==> config.mk <==
export PLATFORM = sky130hd
export DESIGN_NAME = equiv_check_ctrl
export DESIGN_NICKNAME = d
export VERILOG_FILES = /design/src/rtl/equiv_check_pkg.sv /design/src/rtl/equiv_lfsr64.sv /design/src/rtl/equiv_check_ctrl.sv
export SDC_FILE = /design/constraint.sdc
export NUM_CORES = 1
export LEC_CHECK = 0
export BUFFER_PORTS_ARGS = -buffer_cell sky130_fd_sc_hd__buf_2
export CAP_MARGIN = 25
export CORE_UTILIZATION = 47
export CTS_BUF_LIST = sky130_fd_sc_hd__clkbuf_8
export DETAILED_ROUTE_END_ITERATION = 10
export MAX_ROUTING_LAYER = met4
export PLACE_DENSITY = 0.79
export REMOVE_ABC_BUFFERS = 1
export SLEW_MARGIN = 30
export SYNTH_ARGS = -nofsm -noshare
export SYNTH_HDL_FRONTEND = slang
export SYNTH_SLANG_ARGS = --single-unit
==> constraint.sdc <==
create_clock -name clk -period 3.15 [get_ports clk]
set_clock_uncertainty 0.05 [all_clocks]
set_input_delay 0.1575 -clock clk [delete_from_list [all_inputs] [get_ports clk]]
set_output_delay 0.1575 -clock clk [all_outputs]
set_load 0.02 [all_outputs]
==> src/rtl/equiv_check_pkg.sv <==
// equiv_check_pkg
// Shared types and constants for the equivalence-check sequencer:
//   state_t     - sequencer FSM states
//   Y_W         - width of each DUT copy output
//   STIM_W      - total stimulus width (wire0..wire3 concatenated)
//   Wn_W/Wn_LSB - per-wire width and LFSR slice position
//   LFSR_POLY   - Galois mask for x^64+x^63+x^61+x^60+1 (right-shifting)
//   NULL_SEED   - value substituted for an all-zero seed
package equiv_check_pkg;

  typedef enum logic [2:0] {
    S_IDLE    = 3'd0,
    S_DUT_RST = 3'd1,
    S_RUN     = 3'd2,
    S_DRAIN   = 3'd3,
    S_DONE    = 3'd4
  } state_t;

  localparam int Y_W    = 91;
  localparam int STIM_W = 63;
  localparam int CNT_W  = 16;

  localparam int W0_W   = 18;
  localparam int W1_W   = 14;
  localparam int W2_W   = 10;
  localparam int W3_W   = 21;
  localparam int W0_LSB = 0;
  localparam int W1_LSB = 18;
  localparam int W2_LSB = 32;
  localparam int W3_LSB = 42;

  localparam logic [63:0] LFSR_POLY = 64'hD800_0000_0000_0000;
  localparam logic [63:0] NULL_SEED = 64'h1;

  function automatic logic [63:0] lfsr_next(input logic [63:0] s);
    return {1'b0, s[63:1]} ^ (s[0] ? LFSR_POLY : 64'h0);
  endfunction

endpackage

==> src/rtl/equiv_lfsr64.sv <==
// equiv_lfsr64
// 64-bit Galois LFSR stimulus source.
//   clk, rst : clock, synchronous active-high reset (state cleared to 0)
//   load     : capture seed (zero seed replaced by NULL_SEED)
//   seed     : 64-bit seed
//   step     : advance one position
//   state    : current LFSR value
// The state is kept one step ahead: after load it already holds seed stepped
// once, so the controller can register a vector straight from it while
// stepping in the same cycle.
module equiv_lfsr64
  import equiv_check_pkg::*;
(
  input  logic        clk,
  input  logic        rst,
  input  logic        load,
  input  logic [63:0] seed,
  input  logic        step,
  output logic [63:0] state
);

  always_ff @(posedge clk) begin
    if (rst) begin
      state <= '0;
    end else if (load) begin
      state <= lfsr_next((seed == 64'h0) ? NULL_SEED : seed);
    end else if (step) begin
      state <= lfsr_next(state);
    end
  end

endmodule

==> src/rtl/equiv_check_ctrl.sv <==
// equiv_check_ctrl
// Drives pseudo-random stimulus into two DUT copies and compares their
// outputs, reporting mismatch count and the first failing vector index.
//   clk, rst        : clock, synchronous active-high reset
//   start           : begin a run (ignored while busy)
//   num_vectors     : vectors per run, sampled on start
//   seed            : LFSR seed, sampled on start
//   wire0..wire3    : registered stimulus to both DUT copies
//   dut_rst         : reset to both DUT copies
//   y_1, y_2        : DUT copy outputs
//   busy/done/pass  : run status
//   mismatch_count  : saturating mismatch count
//   first_fail_idx  : vector index of the first mismatch
// Optional: EQUIV_CHECK_STOP_ON_FAIL_EN aborts issuing on the first mismatch.
//
// state     | meaning
// S_IDLE    | waiting for start, DUTs held in reset
// S_DUT_RST | DUTs in reset for RST_CYC cycles
// S_RUN     | one vector issued per cycle
// S_DRAIN   | PIPE_LAT cycles for in-flight vectors to be compared
// S_DONE    | results valid until next start
module equiv_check_ctrl
  import equiv_check_pkg::*;
#(
  parameter int PIPE_LAT = 1,
  parameter int RST_CYC  = 2
) (
  input  logic                   clk,
  input  logic                   rst,
  input  logic                   start,
  input  logic [CNT_W-1:0]       num_vectors,
  input  logic [63:0]            seed,
  output logic [W0_W-1:0]        wire0,
  output logic signed [W1_W-1:0] wire1,
  output logic signed [W2_W-1:0] wire2,
  output logic signed [W3_W-1:0] wire3,
  output logic                   dut_rst,
  input  logic [Y_W-1:0]         y_1,
  input  logic [Y_W-1:0]         y_2,
  output logic                   busy,
  output logic                   done,
  output logic                   pass,
  output logic [CNT_W-1:0]       mismatch_count,
  output logic [CNT_W-1:0]       first_fail_idx
);

  localparam int LAST = PIPE_LAT - 1;
  localparam logic [CNT_W-1:0] RST_LOAD   = CNT_W'(RST_CYC - 1);
  localparam logic [CNT_W-1:0] DRAIN_LOAD = CNT_W'(PIPE_LAT - 1);

  state_t            state_q, state_d;
  logic [CNT_W-1:0]  cnt_q, nv_q, idx_q;
  logic [63:0]       lfsr_state;
  logic              start_ok, issue, cmp_fail, abort;
  logic [PIPE_LAT-1:0] tag_v;
  logic [CNT_W-1:0]  tag_idx [PIPE_LAT];
  logic              unused_msb;

  assign unused_msb = lfsr_state[63];
  assign start_ok   = start && ((state_q == S_IDLE) || (state_q == S_DONE));
  assign cmp_fail   = tag_v[LAST] && (y_1 != y_2);

`ifdef EQUIV_CHECK_STOP_ON_FAIL_EN
  assign abort = cmp_fail;
`else
  assign abort = 1'b0;
`endif

  assign issue = (state_q == S_RUN) && !abort;

  equiv_lfsr64 u_lfsr (
    .clk   (clk),
    .rst   (rst),
    .load  (start_ok),
    .seed  (seed),
    .step  (issue),
    .state (lfsr_state)
  );

  always_comb begin
    state_d = state_q;
    busy    = 1'b0;
    done    = 1'b0;
    pass    = 1'b0;
    dut_rst = 1'b0;
    case (state_q)
      S_IDLE: begin
        dut_rst = 1'b1;
        if (start) state_d = S_DUT_RST;
      end
      S_DUT_RST: begin
        busy    = 1'b1;
        dut_rst = 1'b1;
        if (cnt_q == '0) state_d = (nv_q == '0) ? S_DRAIN : S_RUN;
      end
      S_RUN: begin
        busy = 1'b1;
        if (abort || (idx_q == nv_q - 1'b1)) state_d = S_DRAIN;
      end
      S_DRAIN: begin
        busy = 1'b1;
        if (cnt_q == '0) state_d = S_DONE;
      end
      S_DONE: begin
        done = 1'b1;
        pass = (mismatch_count == '0);
        if (start) state_d = S_DUT_RST;
      end
      default: state_d = S_IDLE;
    endcase
  end

  always_ff @(posedge clk) begin
    if (rst) begin
      state_q        <= S_IDLE;
      cnt_q          <= '0;
      nv_q           <= '0;
      idx_q          <= '0;
      wire0          <= '0;
      wire1          <= '0;
      wire2          <= '0;
      wire3          <= '0;
      tag_v          <= '0;
      mismatch_count <= '0;
      first_fail_idx <= '0;
      for (int i = 0; i < PIPE_LAT; i++) tag_idx[i] <= '0;
    end else begin
      state_q <= state_d;

      // Down-counter reloaded on entry to each timed state.
      if (state_d != state_q) begin
        if (state_d == S_DUT_RST)    cnt_q <= RST_LOAD;
        else if (state_d == S_DRAIN) cnt_q <= DRAIN_LOAD;
      end else if (cnt_q != '0) begin
        cnt_q <= cnt_q - 1'b1;
      end

      if (issue) begin
        wire0 <= lfsr_state[W0_LSB +: W0_W];
        wire1 <= $signed(lfsr_state[W1_LSB +: W1_W]);
        wire2 <= $signed(lfsr_state[W2_LSB +: W2_W]);
        wire3 <= $signed(lfsr_state[W3_LSB +: W3_W]);
        idx_q <= idx_q + 1'b1;
      end

      tag_v[0]   <= issue;
      tag_idx[0] <= idx_q;
      for (int i = 1; i < PIPE_LAT; i++) begin
        tag_v[i]   <= tag_v[i-1];
        tag_idx[i] <= tag_idx[i-1];
      end

      if (start_ok) begin
        nv_q           <= num_vectors;
        idx_q          <= '0;
        mismatch_count <= '0;
        first_fail_idx <= '0;
      end else if (cmp_fail) begin
        if (mismatch_count != '1) mismatch_count <= mismatch_count + 1'b1;
        if (mismatch_count == '0) first_fail_idx <= tag_idx[LAST];
      end
    end
  end

endmodule

**After elaboration in Yosys (flattened, before gate mapping)**

Memory sizes are Yosys's and may differ from the RTL's. A register that Yosys moved wholly into a read port is not among the register bits.
Cells that the tools add are included.
W data, S select, Z words.

- Add/sub/neg operators: 4
- Equality and inequality tests: 11
- Multiplexer cells: 24
- Bitwise logic cells: 2
- Reductions and logical operators: 19

Operators by type and width:

| cell | count |
|---|---|
| $mux W64 | 5 |
| $xor A63 B64 Y64 | 2 |
| $ne A91 B91 Y1 | 1 |
| $mux W16 | 5 |
| $logic_not A64 Y1 | 1 |
| $logic_not A16 Y1 | 3 |
| $add A16 B1 Y16 const B | 2 |
| $sub A16 B1 Y16 const B | 2 |
| $eq A16 B16 Y1 | 1 |
| $ne A16 B16 Y1 const B | 1 |
| $reduce_bool A16 Y1 | 1 |
| $reduce_or A16 Y1 | 1 |
| $mux W3 | 4 |
| $pmux W3 S4 | 1 |
| $eq A3 B2 Y1 const B | 3 |
| $mux W1 | 9 |
| $eq A3 B1 Y1 const B | 2 |
| $reduce_and A2 Y1 | 3 |
| $reduce_or A2 Y1 | 3 |
| $reduce_bool A2 Y1 | 2 |
| $eq A3 B3 Y1 const B | 1 |
| $logic_not A3 Y1 | 1 |
| $ne A3 B1 Y1 const B | 1 |
| $ne A3 B3 Y1 | 1 |
| 3 further kinds | 4 |

- Register bits after elaboration: 195
- Bits in writable memories: 16
- Input port bits: 265
- Output and inout bits: 99
- Word-level logic and storage cells: 72
- Memories: 1

Memories:

| name | depth | bits a word | rd ports | clocked after memory_dff | wr ports | RTL line | source |
|---|---|---|---|---|---|---|---|
| tag_idx | 1 | 16 | 1 | 1 | 1 | equiv_check_ctrl.sv:56 | `logic [CNT_W-1:0] tag_idx [PIPE_LAT];` |

**Longest topological paths before layout**

Gate-level depths: netlist (run 1).

- Word-level depth: 8
- Gate-level depth with buffers: 12
- Gate-level depth less buffers: 10

**Cells and area by module**

From an unflattened synthesis (run 1), not the netlist that was laid out.

- Cells, all modules: 1337
- Area, all modules: 10981.8 um^2

Modules (own cells, without submodules):

| module | instances | cells an instance | area each (um^2) | seq. area each (um^2) |
|---|---|---|---|---|
| equiv_check_ctrl | 1 | 959 | 7918.8 | 3263.1 |
| equiv_lfsr64 | 1 | 378 | 3062.9 | 1281.2 |

**Worst setup path before layout (run 1)**

Ideal clock, no wire load.

- Path kind: register -> register
- Start point: reg nv_q[0]
- End point: reg cnt_q[8]
- Library setup time: 0.066 ns
- Arrival: 3.154 ns
- Required time: 3.034 ns
- Slack: -0.120 ns
- Stages on the path, launching flop included: 13
- Buffers on the path: 2
- Period minus slack after synthesis: 3.270 ns
- Cells stage by stage: dfxtp_1 -> inv_1 -> ha_1 -> or4b_1 -> buf_2 -> or4b_1 -> a211oi_1 -> nor2_1 -> nor4_4 -> o31ai_2 -> buf_6 -> or4_4 -> a21oi_2

- Longest elaborated chain between the ends: 7
- Elaborated cells on any way between the ends: 15
- Classes of those cells: add/sub (1); eq/ne (5); mux (6); reduce/logical (3)

Ends and longest elaborated chain:

| what | RTL line | source |
|---|---|---|
| from (decl) | equiv_check_ctrl.sv:52 | `logic [CNT_W-1:0] cnt_q, nv_q, idx_q;` |
| from (signal assigned) | equiv_check_ctrl.sv:154 | `nv_q <= num_vectors;` |
| $sub A16 B1 Y16 / $logic_not A16 Y1 (equally long branches) | equiv_check_ctrl.sv:98, equiv_check_ctrl.sv:94 |  |
| $eq A16 B16 Y1 / $mux W1 (equally long branches) | equiv_check_ctrl.sv:98, equiv_check_ctrl.sv:94 |  |
| $mux W3, on equally long branches | equiv_check_ctrl.sv:98, equiv_check_ctrl.sv:94 |  |
| $pmux W3 S4 * | equiv_check_ctrl.sv:86 | `case (state_q)` |
| $ne A3 B3 Y1, or another cell as far along | equiv_check_ctrl.sv:131 | `if (state_d != state_q) begin` |
| $ne A3 B1 Y1 (no line), or another cell as far along | -- |  |
| $reduce_and A2 Y1 (no line) / $mux W16 (equally long branches) | -- |  |
| to (signal assigned) | equiv_check_ctrl.sv:135 | `cnt_q <= cnt_q - 1'b1;` |
| to (decl) | equiv_check_ctrl.sv:52 |  |

Mark *: on every way between the ends. The rest lies on a longest branch, timed or not.
A chain may end at the register's enable or synchronous reset.

**Final worst setup path (run 1)**

- Start point: reg nv_q[1]
- End point: reg cnt_q[14]

Same word-level chain as after synthesis.

==> impl_metrics.yaml, run 1 <==
grt:
  grt_pass1_vias: 10780
  busiest_layer: "met2"
  grt_pass1_wl_mm: 54.64
  grt_use_met3_pct: 9.758
  use_met2_pct: 49.15
  overflow: 0
  track_usage_pct: 31.49
  antenna_found_initial: 3
  grt_start_max_net_pins: 77
  met1_usage_pct: 37.12
synthesis:
  synth_compound_area_share_pct: 15.10
  synth-simple-area-share_pct: 23.62
  synthMuxAreaShare_pct: 2.335
  synth_top_family_by_area: "simple AND/OR/NAND/NOR gates"
  yosysWarnings: 0
  synth-edff-count: 0
  ys_seq_elements: 227
  yosysSeqAreaShare_pct: 43.71
  synth_xor_area_share_pct: 11.34
  synth_cell_types: 57
  synth.avg_cell_area_um2: 8.186
  synthAdderAreaFrac_pct: 0.6018
  async_flop_share_pct: 0
  synth_ff_type: "dfxtp_1"
  netlist_area_mm2: 0.01040
  synthCells: 1270
sta:
  rsz0062_at_grt: "true"
  fmax_mhz: 324.3
  finalSetupViolations: 0
  worst_slew_pin_slew_ps: 707.3
  max_slew_margin_pct: 52.84
  fin_crit_sh_pct: 97.89
  finalHoldWorstSlack_ps: 17.86
  period_minus_slack_ps: 3084
  tns_ps: 0
  timing.final.max_slew_violations: 0
  finalHoldViolCount: 0
worst_hold_path:
  min_path_type: "in -> reg"
  min_path_cells: 5
clocking:
  cts_tree: "built"
  clk_latency_ps: 550
  clock_sinks: 227
  cts_buffer_depth: 3
  clk_pin_slew_ps: 60
  cts_root_buffer: "clkbuf_8"
  htreeDepth: 2
  numCtsBuffers: 38
critical_path:
  path_cells: "inv_2 > ha_4 > or4b_4 > or4b_4 > a211oi_4 > nor2_4 > nor4_4 > buf_4 > o31ai_4 > buf_6 > or3_4 > a21oi_2"
  cpLargestDelayFamily: "simple AND/OR/NAND/NOR gates"
  max_stage_delay_ps: 510
  crit_type: "reg -> reg"
  required_ps: 3570
  critical_path_buf_inv_count: 3
  start_kind: "flip-flop"
  reg2reg_depth: 12
  cp_slowest_cell: "or4b_4"
  arrival_ps: 3500
  path_depth: 12
  cp_common_cell: "or4b_4"
  crit_fanout: 5
  crit_path_end_kind: "flip-flop"
power_and_ir_drop:
  p_total_mw: 9.052
  leakagePower_nw: 6.500
  pwr_density_cell_mw_per_mm2: 628.8
  irDropWorstVdd_uv: 470.5
routing:
  drtAntennaViolNets: 0
  drt-total-wl_mm: 35.61
  dr.pass1.iters: 6
  num_vias: 11220
  drc: 0
  post_drt_wl_per_cell_um: 17.48
  initialDrtViolationCount: 755
  vias_per_cell: 5.506
cells_and_area:
  area_delta_synth_final_pct: 38.48
  final_cells: 2037
  fillers: 1730
  multi_input_area_mm2: 0.005649
  nets: 1996
  final_layout_size_suffix_gt1_share_pct: 28.37
  regArea_mm2: 0.004547
die:
  rows: 54
  dieArea_mm2: 0.02272
  pin_count: 364
  start_util_pct: 47.79
  fp.dieW_um: 150.7
  die_h_um: 150.7
  coreArea_mm2: 0.02176
placed_design:
  dpl.hpwl_mm: 24.32
  dpl.cell_count: 1877
  place_congestion: 0.9290
  portBuffers: 363
job:
  cap_violations: 0
run_status:
  status: "completed"
## layer usage
metal	part of all wire, %	up-vias
li1	-	5274
met1	40	5255
met2	45	558
met3	10	129
met4	4.1	0
met5	0	-
## worst paths after layout
| kind | end | startpoint | slack (ps) |
|---|---|---|---|
| worst max register to register | cnt_q[14] | nv_q[1] | 70 |
| worst min register to register | wire0[9] | wire0[9] | 400 |
| worst max-delay path | cnt_q[14] | nv_q[1] | 70 |
| worst min-delay path | u_lfsr.state[62] | seed[63] | 20 |
## where the power goes
part	total, mW	internal [mW]	switching [mW]
sequential	3.47	3.21	0.262
combinational	2.92	1.27	1.65
clock	2.66	1.46	1.20
total	9.05	5.94	3.11
## Yosys cell counts (2+ instances only)
library cell	count	area share, %
and2_1	4	0.24
nand2_1	242	8.7
xor2_1	31	2.6
or4_4	3	0.32
nor4b_1	2	0.17
buf_2	2	0.096
xnor2_1	101	8.5
mux2_2	2	0.22
o31ai_1	4	0.29
ha_1	5	0.60
nor2_1	101	3.6
nand2b_1	10	0.60
nand3b_1	2	0.14
nand3_1	12	0.58
o21ai_0	15	0.72
o311ai_0	2	0.17
clkbuf_1	64	2.3
o31ai_2	2	0.24
nor4_1	39	2.3
and4_1	2	0.17
a31o_2	2	0.17
or3_1	16	0.96
nor3_1	12	0.58
nor3b_1	3	0.22
a31oi_1	3	0.18
mux2i_1	22	2.1
or2_2	4	0.24
nor2b_1	18	1.1
nand4_1	38	2.3
buf_6	3	0.32
a21oi_1	185	8.9
a211oi_1	2	0.14
dfxtp_1	227	44
or4b_1	2	0.19
inv_1	10	0.36
buf_1	4	0.14
and3_1	8	0.48
or4_1	3	0.22
a21o_1	45	3.2
## tightest hold or removal path, cell delays in order
cell,delay [ps]
buf_2,100
xnor2_1,60
a21oi_1,140
a21oi_1,50
nor2_1,70
## cell type report
type	instances	share of cell area, %
clock buffers	48	4.589
clock inverters	18	0.7735
multi-input cells	959	39.24
well taps	280	2.434
flip-flops and latches	227	31.58
inverters	10	0.2607
diodes	5	0.08691
repair buffers	490	21.03
## cells by family after synthesis
family                     after synthesis
AOI/OAI and AO/OA                      273
adders and majority gates                5
buffers and inverters                   84
muxes                                   24
DFF                                    227
xor gates and xnor gates               133
and+or+nand+nor                        524
## cell usage in the layout (no fill, tap or decap), drive strengths merged, types with 3 or more instances in the layout
cell	Yosys	layout
a21o	45	45
a21oi	186	186
a31oi	3	3
and2	4	4
and3	8	8
buf	9	402
clkbuf	65	48
clkinv	0	4
dfxtp	227	227
diode	0	5
dlygate4sd3	0	88
ha	5	5
inv	10	23
mux2i	22	22
nand2	242	242
nand2b	10	10
nand3	12	12
nand4	38	38
nor2	101	101
nor2b	18	18
nor3	12	12
nor3b	3	3
nor4	40	40
o21ai	16	16
o31ai	6	6
or2	4	4
or3	16	16
or4	6	6
xnor2	101	101
xor2	31	31
## sequential cells by signal, summed over array words and instances (netlist names)
register        flops
tag_v               1
wire2              10
wire1              14
nv_q               16
wire3              21
tag_idx            16
first_fail_idx     16
cnt_q              16
u_lfsr.state       64
idx_q              16
state_q             3
wire0              18
mismatch_count     16
## what timing repair did
action                                 4_1_cts  5_1_grt
setup buffers                                1        1
hold buffers                                88        0
gates resized for setup                     10       23
endpoints found under the hold margin       87        0
pin swaps                                    3       16
setup endpoints to repair                    9       20
## per-stage QoR
stage	cell area [µm²]	worst slack [ps]	utilization [%]
floorplan	10090	-1353	-
global placement	12590	-11.81	57.86
detailed placement	12590	-57.58	57.86
CTS	14300	16.23	65.74
global route	14390	-36.52	66.14
finish	14400	66.32	66.17
No activity file was read; power rests on OpenSTA's default activity.
==> inputs of run 2 (changes only) <==
--- a/config.mk
+++ b/config.mk
@@ -13,5 +13,4 @@
 export MAX_ROUTING_LAYER = met4
 export PLACE_DENSITY = 0.79
-export REMOVE_ABC_BUFFERS = 1
 export SLEW_MARGIN = 30
 export SYNTH_ARGS = -nofsm -noshare
==> constraint.sdc (replaced) <==
create_clock -name clk -period 3.15 [get_ports clk]
set_clock_uncertainty 0.05 [all_clocks]
set_input_delay 0.315 -clock clk [delete_from_list [all_inputs] [get_ports clk]]
set_output_delay 0.315 -clock clk [all_outputs]
set_load 0.02 [all_outputs]
==> run 2 against run 1 <==
Effect of this change:
- worst setup slack lost 47 ps
- total power decreased by 0.50%
- fmax fell by 1.5%
- sequential share of layout area increased by 0.52 points
- critical path type unchanged
- combinational power about the same
- sequential power about the same
- clock-buffer cell count unchanged
- wire length shrank 1.1%
- hold slack got worse by 5.8 ps
- clock power barely moved
==> impl_metrics.yaml, run 2 (synthesized netlist as in run 1, its figures left out) <==
run_status:
  status: "completed"
cells_and_area:
  reg_top3: "u_lfsr.state (64), wire3 (21), wire0 (18)"
  area_delta_synth_final_pct: 36.25
  largest_reg_flops: 64
  nets: 1972
  top_register: "u_lfsr.state"
  fillers: 1772
  final_common_cell: "buf_2"
  fin_util_pct: 65.11
  final_cell_mix: "buf_2 (362), nand2_1 (242), dfxtp_1 (225), a21oi_1 (183), nor2_1 (101)"
  final_layout_size_suffix_gt1_share_pct: 28.53
  design_area_mm2: 0.01416
  final_cells: 2016
sta:
  fmax_mhz: 319.5
  timing.final.max_slew_violations: 0
  finalSetupViolations: 0
  max_slew_margin_pct: 45.70
  worst_slack_ps: 19.82
  rsz0062_at_grt: "true"
  worst_slew_pin_slew_ps: 814.5
  finalHoldViolCount: 0
  period_minus_slack_ps: 3130
  fin_crit_sh_pct: 99.37
die:
  rows: 54
  pin_count: 364
  coreArea_mm2: 0.02176
  start_util_pct: 47.79
  fp.dieW_um: 150.7
  dieArea_mm2: 0.02272
  die_h_um: 150.7
power_and_ir_drop:
  pwr_density_cell_mw_per_mm2: 635.9
  p_total_mw: 9.007
  leakagePower_nw: 6.347
  irDropWorstVdd_uv: 445.3
clocking:
  clk_pin_slew_ps: 70
  cts_root_buffer: "clkbuf_8"
  htreeDepth: 2
  cts_tree: "built"
  cts_buffer_depth: 3
  numCtsBuffers: 37
  clk_latency_ps: 540
  clock_sinks: 227
grt:
  grt_pass1_vias: 10460
  overflow: 0
  grt_start_max_net_pins: 78
  grt_pass1_wl_mm: 53.48
  antenna_found_initial: 8
  track_usage_pct: 31.18
critical_path:
  cp_common_cell: "buf_4"
  max_stage_delay_ps: 510
  crit_type: "reg -> reg"
  start_kind: "flip-flop"
  crit_fanout: 5
  critical_path_buf_inv_count: 3
  cpLargestDelayFamily: "simple AND/OR/NAND/NOR gates"
  path_depth: 12
  arrival_ps: 3570
  cp_slowest_cell: "or4b_4"
  path_cells: "inv_2 > ha_4 > or4b_4 > or4_4 > xnor2_2 > o2111ai_2 > nor4_4 > buf_4 > o31ai_4 > buf_4 > or3_1 > a21oi_2"
  crit_path_end_kind: "flip-flop"
  reg2reg_depth: 12
  required_ps: 3590
worst_hold_path:
  min_path_cells: 3
  min_path_type: "in -> reg"
routing:
  drt-total-wl_mm: 35.23
  initialDrtViolationCount: 663
  post_drt_wl_per_cell_um: 17.48
  drtAntennaViolNets: 0
  vias_per_cell: 5.445
  drc: 0
  dr.pass1.iters: 7
  num_vias: 10980
placed_design:
  portBuffers: 363
  dpl.hpwl_mm: 24.01
  place_congestion: 0.8885
  dp_slack_ps: -62.78
  dpl_cell_area_mm2: 0.01250
  dpl.cell_count: 1864
synthesis:
  syn_nets: 1540
job:
  cap_violations: 0
run 2: cell types whose count changed in the layout (fill, tap and decap cells not counted), moves of 3 or more:
cell           change
buf_6              -3
inv_1              -4
dlygate4sd3_1     -17
clkinv_2           +3
buf_4              -4
diode_2            +3
run 2: tightest hold or removal path, cell delays in order:
cell and delay (ps):
buf_2 100, nand2_1 70, a21oi_1 60
run 2: path summary, 6_finish.rpt:
check	to	start	slack, ps
hold reg to reg	wire1[5]	wire1[5]	400
hold / removal	nv_q[1]	num_vectors[1]	10
setup / recovery	cnt_q[3]	nv_q[0]	20
setup reg to reg	cnt_q[3]	nv_q[0]	20
run 2: timing repair:
action	CTS	global route
pin swaps	1	15
buffers inserted	2	4
resized for setup	7	15
endpoints found under the hold margin	70	1
hold buffers	70	1
cloned	1	1
endpoints found under the setup margin	9	16
run 2: routing by layer:
layer	vias to the layer above	GRT usage, %	wire length (µm)
li1	5241	-	-
met1	5116	35.67	13690
met2	519	50.87	17130
met3	101	7.848	3129
met4	0	14.85	1276
met5	-	-	0
run 2: power breakdown:
group / internal (mW) / total, mW / switching (mW)
Combinational: 1.23 / 2.89 / 1.66
Sequential: 3.21 / 3.47 / 0.267
Clock: 1.46 / 2.64 / 1.19
run 2: final cells by class:
| cell class | count | area [µm²] | share of cell area [%] |
|---|---|---|---|
| antenna | 8 | 20.02 | 0.1413 |
| timing repair buffer | 465 | 2774 | 19.58 |
| tap | 280 | 350.3 | 2.473 |
| clock buffer | 48 | 660.6 | 4.664 |
| sequential | 227 | 4547 | 32.10 |
| multi-input combinational | 961 | 5660 | 39.96 |
| clock inverter | 17 | 115.1 | 0.8126 |
| inverter | 10 | 37.54 | 0.2650 |
run 2: per-stage QoR:
step	TNS (ps)	hold slack (ps)
5_1_grt	-396.6	0.2621
3_5_place_dp	-351.4	393.0
3_3_place_gp	0	390.4
4_1_cts	0	0.2867
6_report	0	12.03
2_1_floorplan	-19.93	375.0
==> inputs of run 3 (changes only) <==
Settings changed: ABC_AREA set to 1, BUFFER_PORTS_ARGS -buffer_cell sky130_fd_sc_hd__buf_2 to -buffer_cell sky130_fd_sc_hd__buf_4, CORE_UTILIZATION 47 to 57, PLACE_DENSITY 0.79 to 0.88.
Clock period 3.15 ns to 3.9 ns, I/O delays scaled along.
==> run 3 against run 2 <==
Effect of this change:
- sequential power fell by 16%
- worst setup slack improved by 1000 ps
- die area fell by 11%
- flip-flop and latch count did not move
- core utilization rose by 13 points
- first-iteration DRC count rose by 58%
- clock power fell by 19%
- total power fell by 6.7%
- global-route usage rose by 7.1 points
- critical path depth fell by 4
- combinational power rose by 16%
==> impl_metrics.yaml, run 3 <==
cells_and_area:
  reg_top3: "u_lfsr.state (64), wire3 (21), wire0 (18)"
  fillers: 1451
  final_common_cell: "nand2_1"
  top_register: "u_lfsr.state"
  fin_util_pct: 78.30
  final_layout_size_suffix_gt1_share_pct: 24.69
  nets: 2186
  largest_reg_flops: 64
  final_cell_mix: "nand2_1 (433), buf_4 (373), dfxtp_1 (227), inv_1 (153), nor2_1 (117)"
  area_delta_synth_final_pct: 32.75
grt:
  grt_start_max_net_pins: 65
  grt_pass1_wl_mm: 58.55
  antenna_found_initial: 2
  track_usage_pct: 38.31
  grt_pass1_vias: 11270
  overflow: 0
synthesis:
  synth_ff_type: "dfxtp_1"
  netlist_area_mm2: 0.01122
  synth.avg_cell_area_um2: 7.159
  ys_seq_elements: 227
  async_flop_share_pct: 0
  synthCells: 1567
  synthTopCellsByArea: "dfxtp_1 (41%), nand2_1 (14%), xnor2_1 (6.3%)"
  synth_cell_types: 47
  yosysTopAreaCellShare_pct: 40.51
  post-synth-top-count-cell: "nand2_1"
  yosysWarnings: 0
  synth_top_area_cell: "dfxtp_1"
  yosysSeqAreaShare_pct: 40.51
  syn_nets: 1837
  synth-edff-count: 0
  netlist_top_cells_count: "nand2_1 (433), dfxtp_1 (227), inv_1 (141), nor2_1 (117), a21oi_1 (116)"
placed_design:
  dp_slack_ps: 1163
  dpl.hpwl_mm: 28.60
  portBuffers: 363
  place_congestion: 1.016
clocking:
  cts_tree: "built"
  cts_buffer_depth: 3
  numCtsBuffers: 38
  hold_buffers: 0
  clk_latency_ps: 540
  clock_sinks: 227
  cts_resized: 0
  cts_setup_buffers: 0
  clk_pin_slew_ps: 60
  cts_root_buffer: "clkbuf_8"
  htreeDepth: 2
sta:
  tns_ps: 0
  finalHoldViolCount: 0
  fmax_mhz: 350.8
  worst_slew_pin_slew_ps: 933.5
  period_minus_slack_ps: 2850
  max_slew_margin_pct: 37.70
  finalSetupViolations: 0
  fin_crit_sh_pct: 73.09
  worst_slack_ps: 1050
  timing.final.max_slew_violations: 0
  rsz0062_at_grt: "false"
job:
  cap_violations: 0
die:
  dieArea_mm2: 0.02025
  pin_count: 364
  rows: 50
  coreArea_mm2: 0.01902
  start_util_pct: 58.99
  die_h_um: 142.3
  fp.dieW_um: 142.3
power_and_ir_drop:
  irDropWorstVdd_uv: 364.8
  leakagePower_nw: 6.850
  pwr_density_cell_mw_per_mm2: 564.3
routing:
  drt-total-wl_mm: 37.88
  num_vias: 11940
  initialDrtViolationCount: 1050
  post_drt_wl_per_cell_um: 17.17
  drtAntennaViolNets: 0
  drc: 0
  vias_per_cell: 5.411
  dr.pass1.iters: 6
critical_path:
  arrival_ps: 2410
  rr_startpoint: "state_q[0]"
  crit_fanout: 10
  cpLargestDelayFamily: "buffers and inverters"
  path_cells: "inv_1 > ha_1 > inv_1 > nor3_1 > nand4_1 > buf_4 > nor3_1 > buf_4"
  critical_path_buf_inv_count: 4
  max_stage_delay_ps: 380
  r2r_setup_slack_ps: 1120
  cp_slowest_cell: "dfxtp_1"
  reg2reg_to: "u_lfsr.state[32]"
  crit_type: "reg -> out"
  reg2reg_depth: 11
  required_ps: 3460
  crit_path_end_kind: "output pin"
  start_kind: "flip-flop"
run_status:
  status: "completed"
worst_hold_path:
  min_path_type: "in -> reg"
  hold_end: "nv_q[14]"
  hold_path.startpoint: "num_vectors[14]"
  min_path_cells: 3
run 3: worst max-delay path by stage:
stage,startpoint,end,cells past startpoint
after floorplan,mismatch_count[0],pass,7
after global placement,y_2[44],mismatch_count[13],14
after detailed placement,y_2[86],mismatch_count[1],14
after CTS,mismatch_count[0],pass,8
after global routing,mismatch_count[0],mismatch_count[9],9
final,mismatch_count[0],pass,8
run 3: metal layers:
metal  wire (µm)  track usage, %  up-vias
met5           0               -        -
met4        1204           13.87        0
met3        4258           10.63       84
met2       17600           61.95      621
met1       14820           45.50     5476
li1            -               -     5761
run 3: metrics by stage:
step | cells | total power [mW] | cell area (µm²) | hold WS (ps)
after global placement | 2136 | 6.144 | 14100 | 393.3
after CTS | 2204 | 8.388 | 14880 | 36.61
after detailed placement | 2136 | 6.243 | 14100 | 399.4
final | 2207 | 8.404 | 14890 | 64.93
after global routing | 2207 | 8.911 | 14890 | 56.61
after floorplan | 1567 | 5.392 | 11220 | 388.9
run 3: final cells by class:
cell class | count | area [µm²] | share of cell area (%)
Inverter | 149 | 560.5 | 3.764
Antenna cell | 3 | 7.507 | 0.05041
Multi-Input combinational cell | 1126 | 5856 | 39.32
Clock buffer | 48 | 660.6 | 4.436
Sequential cell | 227 | 4544 | 30.52
Timing Repair Buffer | 374 | 2820 | 18.94
Clock inverter | 20 | 117.6 | 0.7898
Tap cell | 260 | 325.3 | 2.185
run 3: power by group:
group          switching (mW)  total (mW)  internal, mW
clock                   0.959        2.14          1.18
sequential              0.263        2.91          2.65
combinational            2.12        3.35          1.23
total                    3.35        8.40          5.06
run 3: tightest hold or removal path: stages:
cell and delay [ps]:
buf_4 80, nor2_1 40, nor2_1 90
run 3: cell families after synthesis:
kind of cell,Yosys count,synth area share [%]
DFF,227,40.51
xor gates and xnor gates,135,10.54
AOI/OAI and AO/OA,207,10.43
buffers and inverters,214,7.395
adders and majority gates,5,0.5577
and+or+nand+nor,779,30.57
